## src/rtl/bram_wide_read_streamer_if.sv

```systemverilog
// Purpose : bundles the control, RAM read-port and output-stream signals of
//           bram_wide_read_streamer into one interface.
// Signals : start/base_addr/length  -> transfer request
//           busy/done               <- transfer status
//           rce/ra                  <- RAM read enable / wide word address
//           rq                      -> RAM read data (1-cycle latency)
//           m_valid/m_data/m_ready  <> output valid/ready stream
// Modports: slave  = streamer view, master = environment (RAM + consumer) view
interface bram_wide_read_streamer_if #(
    parameter int RD_WIDTH  = 32,
    parameter int RA_WIDTH  = 10,
    parameter int LEN_WIDTH = 11
);
    logic                 start;
    logic [RA_WIDTH-1:0]  base_addr;
    logic [LEN_WIDTH-1:0] length;
    logic                 busy;
    logic                 done;
    logic                 rce;
    logic [RA_WIDTH-1:0]  ra;
    logic [RD_WIDTH-1:0]  rq;
    logic                 m_valid;
    logic [RD_WIDTH-1:0]  m_data;
    logic                 m_ready;

    modport slave (
        input  start, base_addr, length, rq, m_ready,
        output busy, done, rce, ra, m_valid, m_data
    );

    modport master (
        output start, base_addr, length, rq, m_ready,
        input  busy, done, rce, ra, m_valid, m_data
    );
endinterface

```

## src/rtl/bram_wide_read_streamer.sv

```systemverilog
// Purpose : read-side sequencer for a narrow-write / wide-read BRAM. On start
//           it issues a run of wide-word reads, absorbs the RAM's 1-cycle read
//           latency in a 3-entry FIFO and streams the words out at up to one
//           word per cycle.
// Ports   : clk   - rising-edge clock shared with the RAM
//           rst_n - asynchronous active-low reset
//           bus   - bram_wide_read_streamer_if.slave (request, status, RAM read
//                   port, output stream)
//
// state  | meaning
// -------+--------------------------------------------------------------
// S_IDLE | waiting for start; start sampled here only
// S_RUN  | issuing reads and draining the FIFO
// S_DONE | one-cycle completion pulse, then back to S_IDLE
module bram_wide_read_streamer #(
    parameter int RD_WIDTH  = 32,
    parameter int RA_WIDTH  = 10,
    parameter int LEN_WIDTH = 11
) (
    input  logic                          clk,
    input  logic                          rst_n,
    bram_wide_read_streamer_if.slave      bus
);
    typedef enum logic [1:0] {S_IDLE, S_RUN, S_DONE} state_t;

    state_t               r_state;
    state_t               w_state_nxt;

    logic [RA_WIDTH-1:0]  r_base;
    logic [LEN_WIDTH-1:0] r_len;
    logic [LEN_WIDTH-1:0] r_issued;
    logic [LEN_WIDTH-1:0] r_popped;
    logic                 r_inflight;
    logic [1:0]           r_occ;
    logic [1:0]           r_wr_ptr;
    logic [1:0]           r_rd_ptr;
    logic [RD_WIDTH-1:0]  r_mem [3];

    logic                 w_start_acc;
    logic                 w_rce;
    logic                 w_push;
    logic                 w_pop;
    logic                 w_last_pop;

    assign w_start_acc = (r_state == S_IDLE) && bus.start;
    // Credit check counts the word still in the RAM pipe, so the FIFO can never
    // overflow and rce never depends on m_ready.
    assign w_rce       = (r_state == S_RUN) && (r_issued < r_len) &&
                         (({1'b0, r_occ} + {2'b00, r_inflight}) < 3'd3);
    assign w_push      = r_inflight;
    assign w_pop       = (r_occ != 2'd0) && bus.m_ready;
    assign w_last_pop  = w_pop && (r_popped == (r_len - LEN_WIDTH'(1)));

    assign bus.rce     = w_rce;
    assign bus.ra      = r_base + r_issued[RA_WIDTH-1:0];
    assign bus.busy    = (r_state != S_IDLE);
    assign bus.done    = (r_state == S_DONE);
    assign bus.m_valid = (r_occ != 2'd0);
    assign bus.m_data  = r_mem[r_rd_ptr];

    always_ff @(posedge clk or negedge rst_n) begin
        if (!rst_n) begin
            r_state <= S_IDLE;
        end else begin
            r_state <= w_state_nxt;
        end
    end

    always_comb begin
        w_state_nxt = r_state;
        case (r_state)
            S_IDLE: begin
                if (bus.start) begin
                    w_state_nxt = (bus.length != '0) ? S_RUN : S_DONE;
                end
            end
            S_RUN: begin
                if (w_last_pop) begin
                    w_state_nxt = S_DONE;
                end
            end
            S_DONE:  w_state_nxt = S_IDLE;
            default: w_state_nxt = S_IDLE;
        endcase
    end

    always_ff @(posedge clk or negedge rst_n) begin
        if (!rst_n) begin
            r_base     <= '0;
            r_len      <= '0;
            r_issued   <= '0;
            r_popped   <= '0;
            r_inflight <= 1'b0;
            r_occ      <= 2'd0;
            r_wr_ptr   <= 2'd0;
            r_rd_ptr   <= 2'd0;
            for (int i = 0; i < 3; i++) begin
                r_mem[i] <= '0;
            end
        end else begin
            r_inflight <= w_rce;
            if (w_start_acc) begin
                r_base   <= bus.base_addr;
                r_len    <= bus.length;
                r_issued <= '0;
                r_popped <= '0;
            end else begin
                if (w_rce) begin
                    r_issued <= r_issued + LEN_WIDTH'(1);
                end
                if (w_pop) begin
                    r_popped <= r_popped + LEN_WIDTH'(1);
                end
            end
            if (w_push) begin
                r_mem[r_wr_ptr] <= bus.rq;
                r_wr_ptr        <= (r_wr_ptr == 2'd2) ? 2'd0 : r_wr_ptr + 2'd1;
            end
            if (w_pop) begin
                r_rd_ptr <= (r_rd_ptr == 2'd2) ? 2'd0 : r_rd_ptr + 2'd1;
            end
            case ({w_push, w_pop})
                2'b10:   r_occ <= r_occ + 2'd1;
                2'b01:   r_occ <= r_occ - 2'd1;
                default: r_occ <= r_occ;
            endcase
        end
    end
endmodule
```

## src/flat_wrapper.sv

```systemverilog
// flat-port wrapper written by rule: the top's interface ports become plain ports
module bram_wide_read_streamer_flat 
#(
    parameter int RD_WIDTH  = 32,
    parameter int RA_WIDTH  = 10,
    parameter int LEN_WIDTH = 11
)
  (clk, rst_n, bus_start, bus_base_addr, bus_length, bus_rq, bus_m_ready, bus_busy, bus_done, bus_rce, bus_ra, bus_m_valid, bus_m_data);
  bram_wide_read_streamer_if #(.RD_WIDTH(RD_WIDTH), .RA_WIDTH(RA_WIDTH), .LEN_WIDTH(LEN_WIDTH)) bus_i ();
  input  logic clk;
  input  logic rst_n;
  input wire logic [$bits(bus_i.start)-1:0] bus_start;
  input wire logic [$bits(bus_i.base_addr)-1:0] bus_base_addr;
  input wire logic [$bits(bus_i.length)-1:0] bus_length;
  input wire logic [$bits(bus_i.rq)-1:0] bus_rq;
  input wire logic [$bits(bus_i.m_ready)-1:0] bus_m_ready;
  output wire logic [$bits(bus_i.busy)-1:0] bus_busy;
  output wire logic [$bits(bus_i.done)-1:0] bus_done;
  output wire logic [$bits(bus_i.rce)-1:0] bus_rce;
  output wire logic [$bits(bus_i.ra)-1:0] bus_ra;
  output wire logic [$bits(bus_i.m_valid)-1:0] bus_m_valid;
  output wire logic [$bits(bus_i.m_data)-1:0] bus_m_data;
  assign bus_i.start = bus_start;
  assign bus_i.base_addr = bus_base_addr;
  assign bus_i.length = bus_length;
  assign bus_i.rq = bus_rq;
  assign bus_i.m_ready = bus_m_ready;
  assign bus_busy = bus_i.busy;
  assign bus_done = bus_i.done;
  assign bus_rce = bus_i.rce;
  assign bus_ra = bus_i.ra;
  assign bus_m_valid = bus_i.m_valid;
  assign bus_m_data = bus_i.m_data;
  bram_wide_read_streamer #(.RD_WIDTH(RD_WIDTH), .RA_WIDTH(RA_WIDTH), .LEN_WIDTH(LEN_WIDTH)) u_core (.clk(clk), .rst_n(rst_n), .bus(bus_i));
endmodule
```

## config.mk

```make
export PLATFORM = sky130hd
export DESIGN_NAME = bram_wide_read_streamer_flat
export DESIGN_NICKNAME = d
export VERILOG_FILES = /design/src/rtl/bram_wide_read_streamer_if.sv /design/src/rtl/bram_wide_read_streamer.sv /design/src/flat_wrapper.sv
export SDC_FILE = /design/constraint.sdc
export NUM_CORES = 1
export LEC_CHECK = 0
export CORE_MARGIN = 2
export CORE_UTILIZATION = 55
export CTS_BUF_LIST = sky130_fd_sc_hd__clkbuf_8
export CTS_CLUSTER_SIZE = 14
export DETAILED_ROUTE_END_ITERATION = 6
export GPL_TIMING_DRIVEN = 0
export PLACE_DENSITY = 0.81
export SYNTH_ARGS = -nofsm -noshare
export SYNTH_HDL_FRONTEND = slang
export SYNTH_SLANG_ARGS = --single-unit
```

## constraint.sdc

```tcl
create_clock -name clk -period 3.3 [get_ports clk]
set_input_delay 0.33 -clock clk [delete_from_list [all_inputs] [get_ports clk]]
set_output_delay 0.33 -clock clk [all_outputs]
set_load 0.05 [all_outputs]
```

# Word level (Yosys, flattened, before mapping)
# Cells that the tools add are included.
[word_totals]
regBits = 148
inputBits = 57
[classes]
add_sub_neg = 9
bitwise = 2
reduce_logical = 14
n_mux = 17
order_cmp = 5
n_eq_ne = 9
[op_table]
columns = ["op", "n"]
rows = [
  ["96-bit bitwise mux", 1],
  ["32-bit 2-to-1 mux", 3],
  ["32-bit binary-select mux with 2-bit select", 1],
  ["32-bit demux with 2-bit select", 1],
  ["11-bit 2-to-1 mux", 4],
  ["11-bit by 1-bit adder with 11-bit output (second input constant)", 2],
  ["11-bit == test", 1],
  ["11-bit less-than comparator", 1],
  ["11-bit nonzero test", 1],
  ["11-bit by 1-bit subtractor with 11-bit output (second input constant)", 1],
  ["10-bit adder", 1],
  ["2-bit 2-to-1 mux", 5],
  ["2-bit nonzero test", 5],
  ["2-bit == test (second input constant)", 4],
  ["2-bit one-hot mux with 2 select lines", 2],
  ["2-bit by 1-bit adder with 2-bit output (second input constant)", 3],
  ["3-bit >= comparator (second input constant)", 2],
  ["1-bit logical AND", 6],
  ["2-bit inverter with 3-bit output", 2],
  ["2-bit by 1-bit == test with 1-bit output (second input constant)", 2],
  ["2-bit by 1-bit adder with 3-bit output", 1],
  ["3-bit by 1-bit less-than comparator with 1-bit output (second input constant)", 1],
  ["3-bit by 2-bit less-than comparator with 1-bit output (second input constant)", 1],
  ["2-bit zero test", 1],
  ["4 further kinds", 4],
]

# Logic depth before layout (Yosys ltp)
# Gate-level depths: netlist of the first run.
[depth]
ltp_word = 6
depth_mapped = 10
mapped_depth_nobuf = 9

# Worst setup path before layout of the first run
# OpenSTA, ideal clock, no wires.
[synth_timing]
kind = "reg-to-output"
startpoint = "register u_core.r_issued[1]"
endpoint = "output bus_ra[9]"
slack_ps = 85
arrival_ps = 2885
path_stages_with_launch = 8
required_time_ps = 2970
n_path_buf = 0
path_cell_list = "dfrtp_1 ha_1 a21o_1 a21oi_1 o21ai_0 or4_1 and3_1 a211oi_1"
[synth_between]
elab_chain_cells = 1
[synth_rtl]
columns = ["element", "line", "source"]
rows = [
  ["start, declared", "bram_wide_read_streamer.sv:31", "logic [LEN_WIDTH-1:0] r_issued;"],
  ["start signal, assigned", "bram_wide_read_streamer.sv:109", "r_issued <= r_issued + LEN_WIDTH'(1);"],
  ["10-bit adder", "bram_wide_read_streamer.sv:55", "assign bus.ra = r_base + r_issued[RA_WIDTH-1:0];"],
  ["end, declared", "flat_wrapper.sv:20", "output wire logic [$bits(bus_i.ra)-1:0] bus_ra;"],
]
# No other way between the ends.

# Worst setup path after layout of the first run
# Ends and elaborated chain as after synthesis.

==> impl_metrics.yaml, run 1 <==
clocking:
  cts_htree_levels: 4
  clk_pin_slew_ps: 80
  clk_latency_ps: 450
  numCtsBuffers: 17
  cts_tree: "yes"
  root_buffer: "clkbuf_8"
  ctsLongestPathBuffers: 2
  clock_sinks: 148
floorplanning:
  num_rows: 42
  die_h_um: 121
  core_mm2: 0.0133
  initial_core_util: 0.565
  die_x_um: 121
  dieArea_mm2: 0.0146
  io_pins: 103
synth:
  syn_inst: 687
  synth_edf_count: 0
  ys_ff_latch: 148
  syn-cell-area_mm2: 0.00751
  avgSynthCellArea_um2: 10.9
  synth_nets: 770
  yosysUniqueCellTypes: 50
  async_reset_ff_frac: 1.00
  yosysSeqAreaShare: 0.493
  synth.yosys.warnings: 0
  ys.flop_type: "dfrtp_1"
layout:
  layout-drive-gt1-share: 0.180
  n_antenna_cell: 0
  instances_no_fill: 998
  final_util: 0.690
  area_delta_synth_final_pct: 22.1
  nets: 892
  nFillCells: 969
  final_common_cell: "dfrtp_1"
  final_cell_mix: "147 x dfrtp_1, 102 x nand2_1, 97 x mux2_2"
  final_area_mm2: 0.00917
global_route:
  grt_usage: 0.239
  grt_overflow: 0
  grt_pass1_wl_um: 27600
  antenna_found_initial: 0
  grt_max_degree: 81
  grt_pass1_vias: 5825
pwr:
  leakagePower_nw: 4.06
  seqPwrFrac: 0.315
  cellPowerDensity_mw_per_mm2: 1080
  p_int_w: 0.00539
  sw_frac_of_total: 0.457
  p_sw_w: 0.00453
  combPwrFrac: 0.557
  clkPwrFrac: 0.128
  ir_worst_vdd_uv: 1040
setup_path:
  crit_path_max_incr_delay_ps: 440
  r2r-end: "u_core.r_state[0]"
  r2r-start: "u_core.r_len[0]"
  path_cells: "ha_1, a21o_1, a21oi_1, o21ai_0, or4_1, and3_1, a211oi_1, buf_2"
  endpoint: "bus_ra[9]"
  cp_max_fo: 5
  crit_buf_inv: 1
  crit_type: "flip-flop to primary output"
  startpoint: "u_core.r_issued[1]"
  r2r_setup_slack_ps: 630
  worst-path-stages: 8
  worst_setup_path_end_kind: "primary output"
  worst_r2r_path_depth: 8
  cp.required_ps: 2970
  crit_family: "compound AO/OA/AOI/OAI gates"
  cp.arrival_ps: 2870
  slowest_stage: "dfrtp_1"
  setup.worst_path.start_class: "flip-flop"
route:
  post_drt_wl_per_cell_um: 16.4
  drt_first_iter_violations: 407
  viasPerCell: 5.56
  routed_wirelength_um: 16400
  drc: 0
  vias: 5550
  drt-pass1-iter-count: 5
  ant_nets: 0
timing:
  clock.fmax_mhz: 313
  period_needed_ps: 3200
  tightest_slew_ps: 828
  relSlewSlack: 0.443
  fin_crit_sh: 0.969
  setup_slack_ps: 104
  tns_ps: 0
  skew_ps: 8.76
  hold_viol_final: 0
  rsz0062_at_grt: "false"
  slew_violations: 0
  setup_viol: 0
hold_path:
  hold_depth: 3
  hp-class: "primary input to flip-flop"
placement:
  dp_hpwl_um: 11700
  post-place-ws_ps: -182
  gp_congestion: 0.891
  placed_cell_area_mm2: 0.00878
  dp_cells: 966
  io_buffers: 102
run_status:
  status: "finished, final reports clean"
flow_run:
  drv_cap: 0
==> cells in the mapped netlist (2+ instances only) <==
cell type    n  area share
mux2_2      97        0.15
and3_1       7      0.0058
o211ai_1     2      0.0020
or3_1        6      0.0050
a21o_1       4      0.0040
mux2i_1     41       0.055
a2111o_1     3      0.0045
nor2b_1      5      0.0042
nand2b_1     5      0.0042
a22o_1       3      0.0035
or4_1        2      0.0020
nor2_1      18      0.0090
or2_2        2      0.0017
nand4_1      9      0.0075
and4_1       2      0.0023
nor3_1       8      0.0053
o211a_1      2      0.0027
buf_1        6      0.0030
a21oi_1     17       0.011
o21a_1       3      0.0030
nand3_1      8      0.0053
a211oi_1     4      0.0040
and2_1       2      0.0017
xor2_1      14       0.016
o21ai_0     59       0.039
nor4_1       5      0.0042
ha_1        25       0.042
clkbuf_1    25       0.012
xnor2_1     15       0.017
nand2_1    102       0.051
dfrtp_1    148        0.49
inv_1       20       0.010
==> what timing repair did <==
item,4_1_cts,5_1_grt
pin swaps,0,1
hold buffers,1,0
setup buffers,0,0
endpoints found under the setup margin,32,27
resized for setup,28,20
hold endpoints to repair,68,0
==> flip-flops by register name, indices dropped and copies added (netlist names) <==
name	cells
u_core.r_mem	96
u_core.r_issued	11
u_core.r_len	11
u_core.r_popped	11
u_core.r_base	10
u_core.r_occ	2
u_core.r_rd_ptr	2
u_core.r_state	2
u_core.r_wr_ptr	2
u_core.r_inflight	1
==> area by class of cell <==
class / count / area, um^2 / share of cell area
sequential: 148 / 3700 / 0.404
multi-input combinational: 486 / 3610 / 0.394
timing repair buffer: 104 / 1070 / 0.116
clock buffer: 20 / 275 / 0.0300
tap: 176 / 220 / 0.0240
buffer: 31 / 128 / 0.0139
clock inverter: 12 / 82.6 / 0.00901
inverter: 21 / 78.8 / 0.00860
==> worst min-delay path, stage by stage <==
cell	delay (ps)
clkdlybuf4s50_1	390
nand2_1	50
nand2_1	40
==> worst min-delay path by stage <==
stage	endpoint	from	slack, ps
floorplan	u_core.r_base[0]	rst_n	30
detailed placement	u_core.r_state[0]	rst_n	380
global route	u_core.r_base[7]	bus_base_addr[7]	400
CTS	u_core.r_base[5]	bus_base_addr[5]	390
finish	u_core.r_base[8]	bus_base_addr[8]	410
global placement	u_core.r_state[0]	u_core.r_state[1]	450
==> through the flow <==
| stage | total power (W) | hold WS, ps |
|---|---|---|
| 2_1_floorplan | 0.00702 | 34.4 |
| 3_3_place_gp | 0.00854 | 452 |
| 3_5_place_dp | 0.00872 | 382 |
| 4_1_cts | 0.0100 | 387 |
| 5_1_grt | 0.0105 | 404 |
| 6_report | 0.00992 | 414 |
==> cells by family after synthesis <==
group                      Yosys count  synth area share
AOI/OAI and AO/OA                  108            0.0865
DFF                                148             0.493
adders and majority gates           26            0.0443
buffers and inverters               53            0.0270
xor gates and xnor gates            29            0.0338
muxes                              138             0.200
and+or+nand+nor                    185             0.115
==> per-layer routing <==
| metal | part of all wire | track usage | vias to the layer above | routed length (um) |
|---|---|---|---|---|
| met1 | 0.44 | 0.307 | 2707 | 7280 |
| met3 | 0.046 | 0.0508 | 25 | 747 |
| met2 | 0.49 | 0.401 | 142 | 8090 |
| li1 | - | - | 2676 | - |
| met5 | 0 | 0 | - | 0 |
| met4 | 0.018 | 0.0858 | 0 | 289 |
==> power by group through the flow <==
stage,Sequential [W],Clock [W],Combinational [W]
after detailed placement,0.00314,0,0.00558
after global routing,0.00323,0.00139,0.00590
after global placement,0.00308,0,0.00546
after floorplan,0.00298,0,0.00404
after CTS,0.00311,0.00129,0.00559
final,0.00313,0.00127,0.00552
Power figures use the tool's default switching activity.
==> inputs of run 2 (changes only) <==
- CORE_ASPECT_RATIO: unset -> 2
- RECOVER_POWER: unset -> 50
==> impl_metrics.yaml, run 2 (synthesized netlist as in run 1, its figures left out) <==
run_status:
  status: "finished, violations left"
  violations: "max-capacitance violations, max-slew violations"
hold_path:
  hp-class: "primary input to flip-flop"
route:
  route.met3.wl_um: 569
  vias: 5760
  wl_met1_um: 6320
  routed_wirelength_um: 17800
  drt-pass1-iter-count: 5
  ant_nets: 0
  drt_first_iter_violations: 251
  post_drt_wl_per_cell_um: 18.2
  drc: 0
  viasPerCell: 5.88
  top_layer_used: "met4"
  wl_met2_um: 10200
setup_path:
  worst_setup_path_end_kind: "primary output"
  crit_type: "flip-flop to primary output"
  cp.required_ps: 2970
  cp_common_cell: "inv_1"
  worst_r2r_path_depth: 8
  endpoint: "bus_rce"
  r2r-start: "u_core.r_len[0]"
  crit_path_max_incr_delay_ps: 430
  r2r_setup_slack_ps: 430
  cp.arrival_ps: 2870
  startpoint: "u_core.r_len[6]"
  r2r-end: "u_core.r_state[0]"
  path_cells: "inv_1, ha_1, a22o_1, nor4_1, o21a_1, o21ai_0, inv_1, clkdlybuf4s15_2"
  setup.worst_path.start_class: "flip-flop"
  cp_max_fo: 5
  slowest_stage: "dfrtp_1"
layout:
  final_cell_mix: "148 x dfrtp_1, 102 x nand2_1, 97 x mux2_2"
  nets: 895
  final_common_cell: "dfrtp_1"
  nFillCells: 1021
  largest_reg_flops: 96
  final_util: 0.688
  area_delta_synth_final_pct: 22.4
  n_antenna_cell: 0
  largest_register: "u_core.r_mem"
  layout-drive-gt1-share: 0.184
clocking:
  root_buffer: "clkbuf_8"
  clk_latency_ps: 440
  ctsLongestPathBuffers: 2
  cts_tree: "yes"
  numCtsBuffers: 17
  clock_sinks: 148
  cts_htree_levels: 4
  clk_pin_slew_ps: 90
global_route:
  grt_overflow: 0
  grt_pass1_wl_um: 29100
  grt_pass1_vias: 6280
  grt_usage: 0.253
  grt_max_degree: 104
  antenna_found_initial: 0
timing:
  period_needed_ps: 3200
  tightest_slew_ps: 2530
  tns_ps: 0
  skew_ps: 14.4
  whs_ps: 417
  setup_viol: 0
  relSlewSlack: -0.685
  hold_viol_final: 0
  fin_crit_sh: 0.969
  slew_violations: 46
  clock.fmax_mhz: 313
pwr:
  leakagePower_nw: 4.10
  power.total_w: 0.0101
  ir_worst_vdd_uv: 930
  cellPowerDensity_mw_per_mm2: 1100
floorplanning:
  num_rows: 60
  die_h_um: 169
  initial_core_util: 0.562
  die_x_um: 86.6
  io_pins: 103
  core_mm2: 0.0134
  dieArea_mm2: 0.0147
placement:
  gp_congestion: 0.908
  dp_hpwl_um: 13300
  io_buffers: 102
flow_run:
  drv_cap: 1
## run 2: metrics by stage
stage               area, um^2  instances  setup WS, ps
floorplan                 7510        687          84.7
global placement          8730        944         -3650
CTS                       9170        980          7.37
detailed placement        8750        945          -367
finish                    9190        980           102
global route              9190        980         -2.44
## run 2: final cells by class
class	instances	area, um^2	area share
multi-input cells	486	3620	0.394
well taps	155	194	0.0211
inverters	21	78.8	0.00858
flip-flops and latches	148	3700	0.403
clock inverters	14	139	0.0151
plain buffers	32	133	0.0144
repair buffers	106	1080	0.117
clock buffers	18	248	0.0270
## run 2: worst min-delay path by stage
stage                                   end  cells past startpoint              start
after floorplan            u_core.r_base[0]                      0              rst_n
after global placement    u_core.r_state[0]                      1  u_core.r_state[1]
after detailed placement    u_core.r_mem[4]                      1              rst_n
after CTS                   u_core.r_mem[4]                      2              rst_n
after global routing       u_core.r_base[8]                      3   bus_base_addr[8]
final                      u_core.r_base[5]                      3   bus_base_addr[5]
## run 2: what timing repair did
action / 4_1_cts / 5_1_grt
setup endpoints to repair: 29 / 28
hold buffers: 1 / 0
gates resized for setup: 30 / 25
pin swaps: 1 / 0
hold endpoints to repair: 45 / 0
setup buffers: 2 / 0
## run 2: metal layers
metal / vias to the layer above / GRT usage
met2: 172 / 0.484
met1: 2852 / 0.250
met4: 0 / 0.130
li1: 2683 / -
met3: 53 / 0.0409
met5: - / 0
## run 2: power by group
part	total, W	internal (W)	switching [W]
registers	0.00313	0.00259	0.000540
clock network	0.00137	0.000636	0.000734
logic	0.00565	0.00227	0.00338
total	0.0101	0.00550	0.00465
## run 2: critical path, delay by kind of cell (launching register included)
| kind | cells | cell delay, ps |
|---|---|---|
| flip-flops | 1 | 430 |
| buffers and inverters | 3 | 660 |
| AND/OR/NAND/NOR | 1 | 380 |
| AO/OA/AOI/OAI | 3 | 620 |
| adder cells (fa/ha/maj) | 1 | 330 |
==> inputs of run 3 (changes only) <==
- REMOVE_ABC_BUFFERS: unset -> 1
==> impl_metrics.yaml, run 3 (synthesized netlist as in run 1, its figures left out) <==
run_status:
  status: "finished, violations left"
  violations: "max-capacitance violations, max-slew violations"
timing:
  slew_violations: 27
  relSlewSlack: -0.0905
  rsz0062_at_grt: "false"
  setup_viol: 0
  tightest_slew_ps: 1640
  whs_ps: 406
  period_needed_ps: 3160
  fin_crit_sh: 0.957
  clock.fmax_mhz: 317
  hold_viol_final: 0
  skew_ps: 11.6
placement:
  io_buffers: 102
  dp_hpwl_um: 12000
  gp_congestion: 0.845
layout:
  multi_input_area_mm2: 0.00364
  largest_reg_flops: 96
  final_util: 0.683
  final_common_cell: "dfrtp_1"
  largest_register: "u_core.r_mem"
  layout-drive-gt1-share: 0.196
  final_cell_mix: "146 x dfrtp_1, 102 x nand2_1, 97 x mux2_2"
  seqCellArea_mm2: 0.00371
  n_antenna_cell: 0
  nets: 872
  nFillCells: 997
  area_delta_synth_final_pct: 21.6
setup_path:
  cp_max_fo: 5
  crit_buf_inv: 1
  cp.arrival_ps: 2830
  crit_path_max_incr_delay_ps: 470
  worst_setup_path_end_kind: "primary output"
  slowest_stage: "or4_1"
  crit_type: "flip-flop to primary output"
  startpoint: "u_core.r_issued[1]"
  path_cells: "ha_1, a21o_1, a21oi_1, o21ai_0, or4_1, and3_1, a211oi_1, buf_4"
  crit_family: "compound AO/OA/AOI/OAI gates"
  setup.worst_path.start_class: "flip-flop"
  r2r-start: "u_core.r_len[1]"
  cp.required_ps: 2970
global_route:
  antenna_found_initial: 0
  grt_usage: 0.249
  grt_max_degree: 97
  grt_pass1_wl_um: 28900
  grt_pass1_vias: 6223
  grt_overflow: 0
hold_path:
  holdCritStartpoint: "bus_base_addr[4]"
  hp-class: "primary input to flip-flop"
pwr:
  ir_worst_vdd_uv: 757
  power.total_w: 0.0102
  leakagePower_nw: 3.98
  cellPowerDensity_mw_per_mm2: 1120
clocking:
  numCtsBuffers: 17
  clock_sinks: 148
  root_buffer: "clkbuf_8"
  clk_pin_slew_ps: 90
  cts_htree_levels: 4
  cts_tree: "yes"
  ctsLongestPathBuffers: 2
  clk_latency_ps: 450
route:
  drt_first_iter_violations: 263
  post_drt_wl_per_cell_um: 18.2
  ant_nets: 0
  drc: 0
  drt-pass1-iter-count: 5
  viasPerCell: 5.94
  vias: 5686
  routed_wirelength_um: 17400
floorplanning:
  die_x_um: 86.6
  dieArea_mm2: 0.0147
  io_pins: 103
  initial_core_util: 0.562
  core_mm2: 0.0134
  num_rows: 60
  die_h_um: 169
flow_run:
  drv_cap: 1
[run 3: path summary, 6_finish.rpt]
check | to | slack [ps] | cells past startpoint
max reg2reg | u_core.r_state[0] | 430 | 8
max in group asynchronous | u_core.r_mem[75] | 570 | 3
min reg2reg | u_core.r_state[0] | 470 | 1
min | u_core.r_base[4] | 410 | 3
max | bus_ra[9] | 140 | 8
min in group asynchronous | u_core.r_mem[52] | 680 | 2
[run 3: area by class of cell]
cell class              count  area share
well taps                 155      0.0212
flip-flops and latches    148       0.406
inverters                  21     0.00863
clock inverters            15      0.0153
repair buffers            114       0.124
multi-input cells         487       0.399
clock buffers              17      0.0256
[run 3: routing by layer]
| layer | up-vias | wire length (um) | global-route usage |
|---|---|---|---|
| met5 | - | 0 | 0 |
| met4 | 0 | 508 | 0.118 |
| met3 | 44 | 630 | 0.0389 |
| met2 | 176 | 9870 | 0.461 |
| met1 | 2842 | 6430 | 0.268 |
| li1 | 2624 | - | - |
[run 3: worst register-to-register path: cells and delay by family, from the launching register on]
family,cells,cell delay [ps]
DFF,1,410
and+or+nand+nor,2,900
buffers and inverters,1,120
adders and majority gates,1,260
AOI/OAI and AO/OA,4,1050
[run 3: through the flow]
| stage | instance area (um^2) | cells | TNS, ps | worst slack, ps |
|---|---|---|---|---|
| finish | 9130 | 957 | 0 | 142 |
| global route | 9130 | 957 | 0 | 13.7 |
| CTS | 9150 | 954 | -25.7 | -25.7 |
| detailed placement | 8730 | 918 | -3880 | -354 |
| global placement | 8600 | 912 | -625160 | -3570 |
| floorplan | 7390 | 655 | 0 | 47.1 |
[run 3: timing repair]
action,in CTS,in global routing
hold endpoints to repair,52,0
hold buffers,1,0
setup buffers,2,3
resized for setup,26,9
cloned,1,0
endpoints found under the setup margin,37,19
pin swaps,0,1
[run 3: power by group]
part           internal, W  switching, W  leakage [nW]
logic              0.00238       0.00330          2.04
clock network     0.000556      0.000781         0.192
registers          0.00260      0.000632          1.75
total              0.00553       0.00472          3.98
